## config.mk

```make
export PLATFORM = sky130hd
export DESIGN_NAME = present_dec
export DESIGN_NICKNAME = d
export VERILOG_FILES = /design/src/rtl/present_dec.sv
export SDC_FILE = /design/constraint.sdc
export NUM_CORES = 1
export LEC_CHECK = 0
export ABC_AREA = 1
export ABC_CLOCK_PERIOD_IN_PS = 6800
export CAP_MARGIN = 10
export CORE_UTILIZATION = 60
export CTS_CLUSTER_DIAMETER = 100
export DETAILED_ROUTE_END_ITERATION = 7
export GPL_TIMING_DRIVEN = 0
export PLACE_DENSITY = 0.87
export SKIP_CTS_REPAIR_TIMING = 1
export SYNTH_ARGS = -nofsm -noshare
export SYNTH_HDL_FRONTEND = slang
export SYNTH_SLANG_ARGS = --single-unit
```

## constraint.sdc

```tcl
create_clock -name ck -period 6.8 [get_ports ck]
set_clock_uncertainty 0.2 [all_clocks]
set_input_delay 1.36 -clock ck [delete_from_list [all_inputs] [get_ports ck]]
set_output_delay 1.36 -clock ck [all_outputs]
set_load 0.01 [all_outputs]
```

## src/rtl/present_dec.sv

```systemverilog
// present_dec: iterative PRESENT-80 decryption core.
// Captures a ciphertext and an 80-bit key on a start pulse. It then runs the
// key schedule forward for 31 cycles to reach K32, and then runs 31 inverse
// rounds while it unwinds the key schedule. The last whitening happens in FIN.
// The result is ready 63 edges after the capture edge.
// Ports:
//   ck   - rising-edge clock
//   rst  - synchronous active-high reset
//   sta  - start pulse, sampled only while idle
//   inp  - 64-bit ciphertext, index 0 = MSB
//   key  - 80-bit cipher key, index 0 = MSB (paper bit k79)
//   rdy  - result valid, held until the next accepted start
//   out  - recovered plaintext, registered
module present_dec (
   input  logic        ck,
   input  logic        rst,
   input  logic        sta,
   input  logic [0:63] inp,
   input  logic [0:79] key,
   output logic        rdy,
   output logic [0:63] out
);

   typedef enum logic [1:0] {StIdle, StKeyExp, StDec, StFin} st_e;

   st_e         st_q, st_d;
   logic [63:0] state_q;   // bit j = paper bit j
   logic [79:0] kreg_q;    // bit j = paper bit kj
   logic [4:0]  rc_q;

   logic        do_load, do_kexp, do_dec, do_fin;
   logic        last_kexp, last_dec;

   logic [79:0] k_fwd, k_x, k_inv;
   logic [63:0] d_x, d_p, d_s;

   function automatic logic [3:0] sbox(input logic [3:0] x);
      logic [3:0] y;
      unique case (x)
         4'h0: y = 4'hC;  4'h1: y = 4'h5;  4'h2: y = 4'h6;  4'h3: y = 4'hB;
         4'h4: y = 4'h9;  4'h5: y = 4'h0;  4'h6: y = 4'hA;  4'h7: y = 4'hD;
         4'h8: y = 4'h3;  4'h9: y = 4'hE;  4'hA: y = 4'hF;  4'hB: y = 4'h8;
         4'hC: y = 4'h4;  4'hD: y = 4'h7;  4'hE: y = 4'h1;  default: y = 4'h2;
      endcase
      return y;
   endfunction

   function automatic logic [3:0] inv_sbox(input logic [3:0] x);
      logic [3:0] y;
      unique case (x)
         4'h0: y = 4'h5;  4'h1: y = 4'hE;  4'h2: y = 4'hF;  4'h3: y = 4'h8;
         4'h4: y = 4'hC;  4'h5: y = 4'h1;  4'h6: y = 4'h2;  4'h7: y = 4'hD;
         4'h8: y = 4'hB;  4'h9: y = 4'h4;  4'hA: y = 4'h6;  4'hB: y = 4'h3;
         4'hC: y = 4'h0;  4'hD: y = 4'h7;  4'hE: y = 4'h9;  default: y = 4'hA;
      endcase
      return y;
   endfunction

   // Forward key update: rotate left 61, S-box the top nibble, XOR the
   // counter into k19..k15.
   always_comb begin
      k_fwd          = {kreg_q[18:0], kreg_q[79:19]};
      k_fwd[79:76]   = sbox(k_fwd[79:76]);
      k_fwd[19:15]   = k_fwd[19:15] ^ rc_q;
   end

   // Inverse key update: undo the forward steps in reverse order.
   always_comb begin
      k_x          = kreg_q;
      k_x[19:15]   = k_x[19:15] ^ rc_q;
      k_x[79:76]   = inv_sbox(k_x[79:76]);
      k_inv        = {k_x[60:0], k_x[79:61]};
   end

   // Inverse round: add the key, undo pLayer, then undo sBoxLayer.
   // pLayer sends bit j to 16*j mod 63, so bit j is pulled back from there.
   always_comb begin
      d_x     = state_q ^ kreg_q[79:16];
      d_p     = '0;
      d_p[63] = d_x[63];
      for (int j = 0; j < 63; j++) begin
         d_p[j] = d_x[(16 * j) % 63];
      end
      d_s = '0;
      for (int n = 0; n < 16; n++) begin
         d_s[4*n +: 4] = inv_sbox(d_p[4*n +: 4]);
      end
   end

   assign last_kexp = (rc_q == 5'd31);
   assign last_dec  = (rc_q == 5'd1);

   // FSM state register
   always_ff @(posedge ck) begin
      if (rst) begin
         st_q <= StIdle;
      end else begin
         st_q <= st_d;
      end
   end

   // FSM next state
   always_comb begin
      st_d = st_q;
      unique case (st_q)
         StIdle:   if (sta) st_d = StKeyExp;
         StKeyExp: if (last_kexp) st_d = StDec;
         StDec:    if (last_dec) st_d = StFin;
         StFin:    st_d = StIdle;
         default:  st_d = StIdle;
      endcase
   end

   // FSM outputs: datapath controls
   always_comb begin
      do_load = 1'b0;
      do_kexp = 1'b0;
      do_dec  = 1'b0;
      do_fin  = 1'b0;
      unique case (st_q)
         StIdle:   do_load = sta;
         StKeyExp: do_kexp = 1'b1;
         StDec:    do_dec  = 1'b1;
         StFin:    do_fin  = 1'b1;
         default:  ;
      endcase
   end

   // Datapath
   always_ff @(posedge ck) begin
      if (rst) begin
         state_q <= '0;
         kreg_q  <= '0;
         rc_q    <= '0;
         rdy     <= 1'b0;
         out     <= '0;
      end else begin
         if (do_load) begin
            state_q <= inp;
            kreg_q  <= key;
            rc_q    <= 5'd1;
            rdy     <= 1'b0;
         end
         if (do_kexp) begin
            kreg_q <= k_fwd;
            // The counter stays at 31 because DEC starts from round 31.
            if (!last_kexp) rc_q <= rc_q + 5'd1;
         end
         if (do_dec) begin
            state_q <= d_s;
            kreg_q  <= k_inv;
            rc_q    <= rc_q - 5'd1;
         end
         if (do_fin) begin
            out <= state_q ^ kreg_q[79:16];
            rdy <= 1'b1;
         end
      end
   end

endmodule

```

==> impl_metrics.csv <==
group,metric,value,unit
pwr,leakage,8.34,nW
layout,syn_to_final_growth,23.5,%
floorplan,dieArea,24700,µm²
status,violations,"design-rule violations",
hold_path,hold_path_end,"out[46]",
global_route,grt_pass1_vias,15655,
timing,worstMarginPinSlew,1.16,ns
global_route,antenna_found_initial,0,
cts,h-tree-depth,1,
floorplan,rows,56,
place,gp_congestion,1.05,
route,drc,2,
yosys,synthFlopType,"dfxtp_1",
cts,clk_latency,0.55,ns
pwr,ir_drop,0.284,mV
route,vias,16921,
route,drt_iter0_drc,2542,
worst_setup_path,cp-start-kind,"input port",
floorplan,dieWidth,157,µm
worst_setup_path,cp-startpoint,"rst",
yosys,yosys.area.top_type,"dfxtp_1",
place,io_buffer_count,211,
job,drv_cap,0,
route,drt-total-wl,61900,µm
worst_setup_path,crit_fanout,10,
timing,fin_ws,3.03,ns
layout,final_nets,2647,
route,firstDrtPassIters,8,
floorplan,io_pins,212,
hold_path,hold_depth,2,
yosys,synth_top_area_share,31.0,%
yosys,syn_inst,2145,
worst_setup_path,reg2regPathDepth,17,
cts,path_clk_slew,0.06,ns
timing,setup_viol,0,
timing,hold_viol_final,0,
hold_path,hold_start,"out[46]",
global_route,grt_overflow_total,0,
route,ant_nets,0,
yosys,yosysSeqAreaShare,31.0,%
global_route,grt_first_pass_wirelength,90200,µm
cts,cts-root-buf,"clkbuf_16",
cts,clock-sinks,224,
timing,relSlewSlack,22.1,%
worst_setup_path,end_kind,"flip-flop",
layout,nFillCells,1869,
pwr,power_density,549,nW/µm²
route,wl_per_cell,22.7,µm
layout,drive_gt1_share,5.38,%
yosys,synth_area,14500,µm²
yosys,synth_most_common_cell,"nand2_1",
timing,final_max_slew_viol_count,0,
yosys,synth-edff-count,0,
yosys,ys_ff_latch,224,
worst_setup_path,critPathKind,"input port to flip-flop",
yosys,synthTopCellsByArea,"dfxtp_1, nand2_1, ha_1",
global_route,grt_max_degree,14,
floorplan,core-area,23500,µm²
yosys,yosys-top-cells-count,"nand2_1, o21ai_0, inv_1",
yosys,ys_async_sr_fraction,0,%
route,viasPerCell,6.22,
floorplan,initial_core_util,61.5,%
global_route,grt.total_usage,49.2,%
place,dp_hpwl,47100,µm
worst_setup_path,required,7.03,ns
worst_setup_path,critical_path.reg2reg.startpoint,"st_q[0]",
cts,cts_tree,"built",
timing,rsz0062_at_grt,"no",
cts,cts_buffer_depth,3,
worst_setup_path,rrSetupSlack,3.84,ns
yosys,ys_warn_count,0,
worst_setup_path,arrival,3.99,ns
timing,min_period_over_period,55.4,%
status,run_status,"complete, but fails checks",
timing,finalCriticalPeriod,3.77,ns
timing,max_freq,266,MHz
floorplan,die_y,157,µm
timing,finalSetupTns,0,ns
yosys,yosysUniqueCellTypes,30,
worst_setup_path,rr_endpoint,"k_fwd[76]",
place,pre_cts_slack,2.61,ns
yosys,syn_area_per_cell,6.75,µm²
hold_path,hold_class,"flip-flop to flip-flop",
yosys,synth_nets,2409,
cts,cts_made_buffers,25,
metal layers:
layer,global-route usage (%),wire length [µm],vias up
li1,-,-,7550
met1,60.5,22600,7657
met2,75.1,25800,1390
met3,12.7,8860,324
met4,34.3,4660,0
met5,0,0,-
layout make-up:
class | count | area (µm²) | share of cell area [%]
well taps | 319 | 399 | 2.23
clock buffers | 33 | 706 | 3.95
repair buffers | 211 | 2110 | 11.8
multi-input cells | 1559 | 8530 | 47.7
clock inverters | 11 | 180 | 1.01
plain buffers | 117 | 534 | 2.99
flip-flops and latches | 224 | 4480 | 25.1
inverters | 245 | 920 | 5.15
diodes | 1 | 2.50 | 0.0140
worst max-delay path by stage:
stage	endpoint	cells past startpoint
after global routing	k_fwd[76]	11
after global placement	k_fwd[76]	11
after detailed placement	k_fwd[76]	11
after CTS	k_fwd[76]	11
final	k_fwd[76]	11
after floorplan	k_fwd[76]	15
placed cells by master, fill, tap and decap left out, drive strengths merged:
| cell type | synthesis | final |
|---|---|---|
| clkdlybuf4s50 | 0 | 211 |
| o21ai | 278 | 278 |
| nor3 | 2 | 2 |
| a31oi | 22 | 22 |
| or2 | 31 | 31 |
| nand3 | 192 | 192 |
| nor2 | 41 | 41 |
| clkbuf | 66 | 99 |
| bufinv | 0 | 5 |
| a21oi | 125 | 125 |
| buf | 51 | 51 |
| xnor2 | 34 | 34 |
| a311oi | 1 | 1 |
| nand2 | 568 | 568 |
| ha | 117 | 117 |
| o211ai | 126 | 126 |
| diode | 0 | 1 |
| xor2 | 16 | 16 |
| o22ai | 1 | 1 |
| clkinv | 5 | 11 |
| nand3b | 4 | 4 |
| inv | 240 | 240 |
| dfxtp | 224 | 224 |
| a221oi | 1 | 1 |
kinds of logic after synthesis:
logic type      count (synthesis)  synth area share (%)
fa+ha+maj                     117                  10.1
simple gates                  838                  24.2
xor+xnor                       50                  3.03
buf+inv                       362                  10.0
compound gates                554                  21.6
flops                         224                  31.0
per-stage QoR:
| stage | cell area (µm²) | total power, mW | hold WS (ns) | utilization, % | instances |
|---|---|---|---|---|---|
| after CTS | 17900 | 9.45 | 0.283 | 75.9 | 2719 |
| after global placement | 17000 | 7.70 | 0.263 | 72.1 | 2675 |
| final | 17900 | 9.80 | 0.279 | 75.9 | 2720 |
| after detailed placement | 17000 | 7.92 | 0.263 | 72.1 | 2675 |
| after global routing | 17900 | 10.3 | 0.308 | 75.9 | 2719 |
| after floorplan | 14500 | 5.96 | 0.252 | - | 2145 |
report_power, final:
part	switching [mW]	leakage, nW	internal, mW
clock network	0.602	0.442	0.914
registers	0.632	1.85	1.79
logic	3.96	6.05	1.90
total	5.20	8.34	4.61
registers in the layout, summed over array words and instances, names as in the netlist:
signal,cells
rc_q,5
k_fwd,4
out,64
k_inv,4
kreg_q,80
rdy,1
state_q,64
st_q,2
critical path: stages:
cell and delay (ns):
clkdlybuf4s50_1 0.55, inv_1 0.18, buf_2 0.31, buf_1 0.52, nand2_1 0.27, ha_1 0.27
or2_2 0.28, nand2_1 0.07, nand2_1 0.04, nand2_1 0.06, nand2_1 0.07
Power figures use the tool's default switching activity.
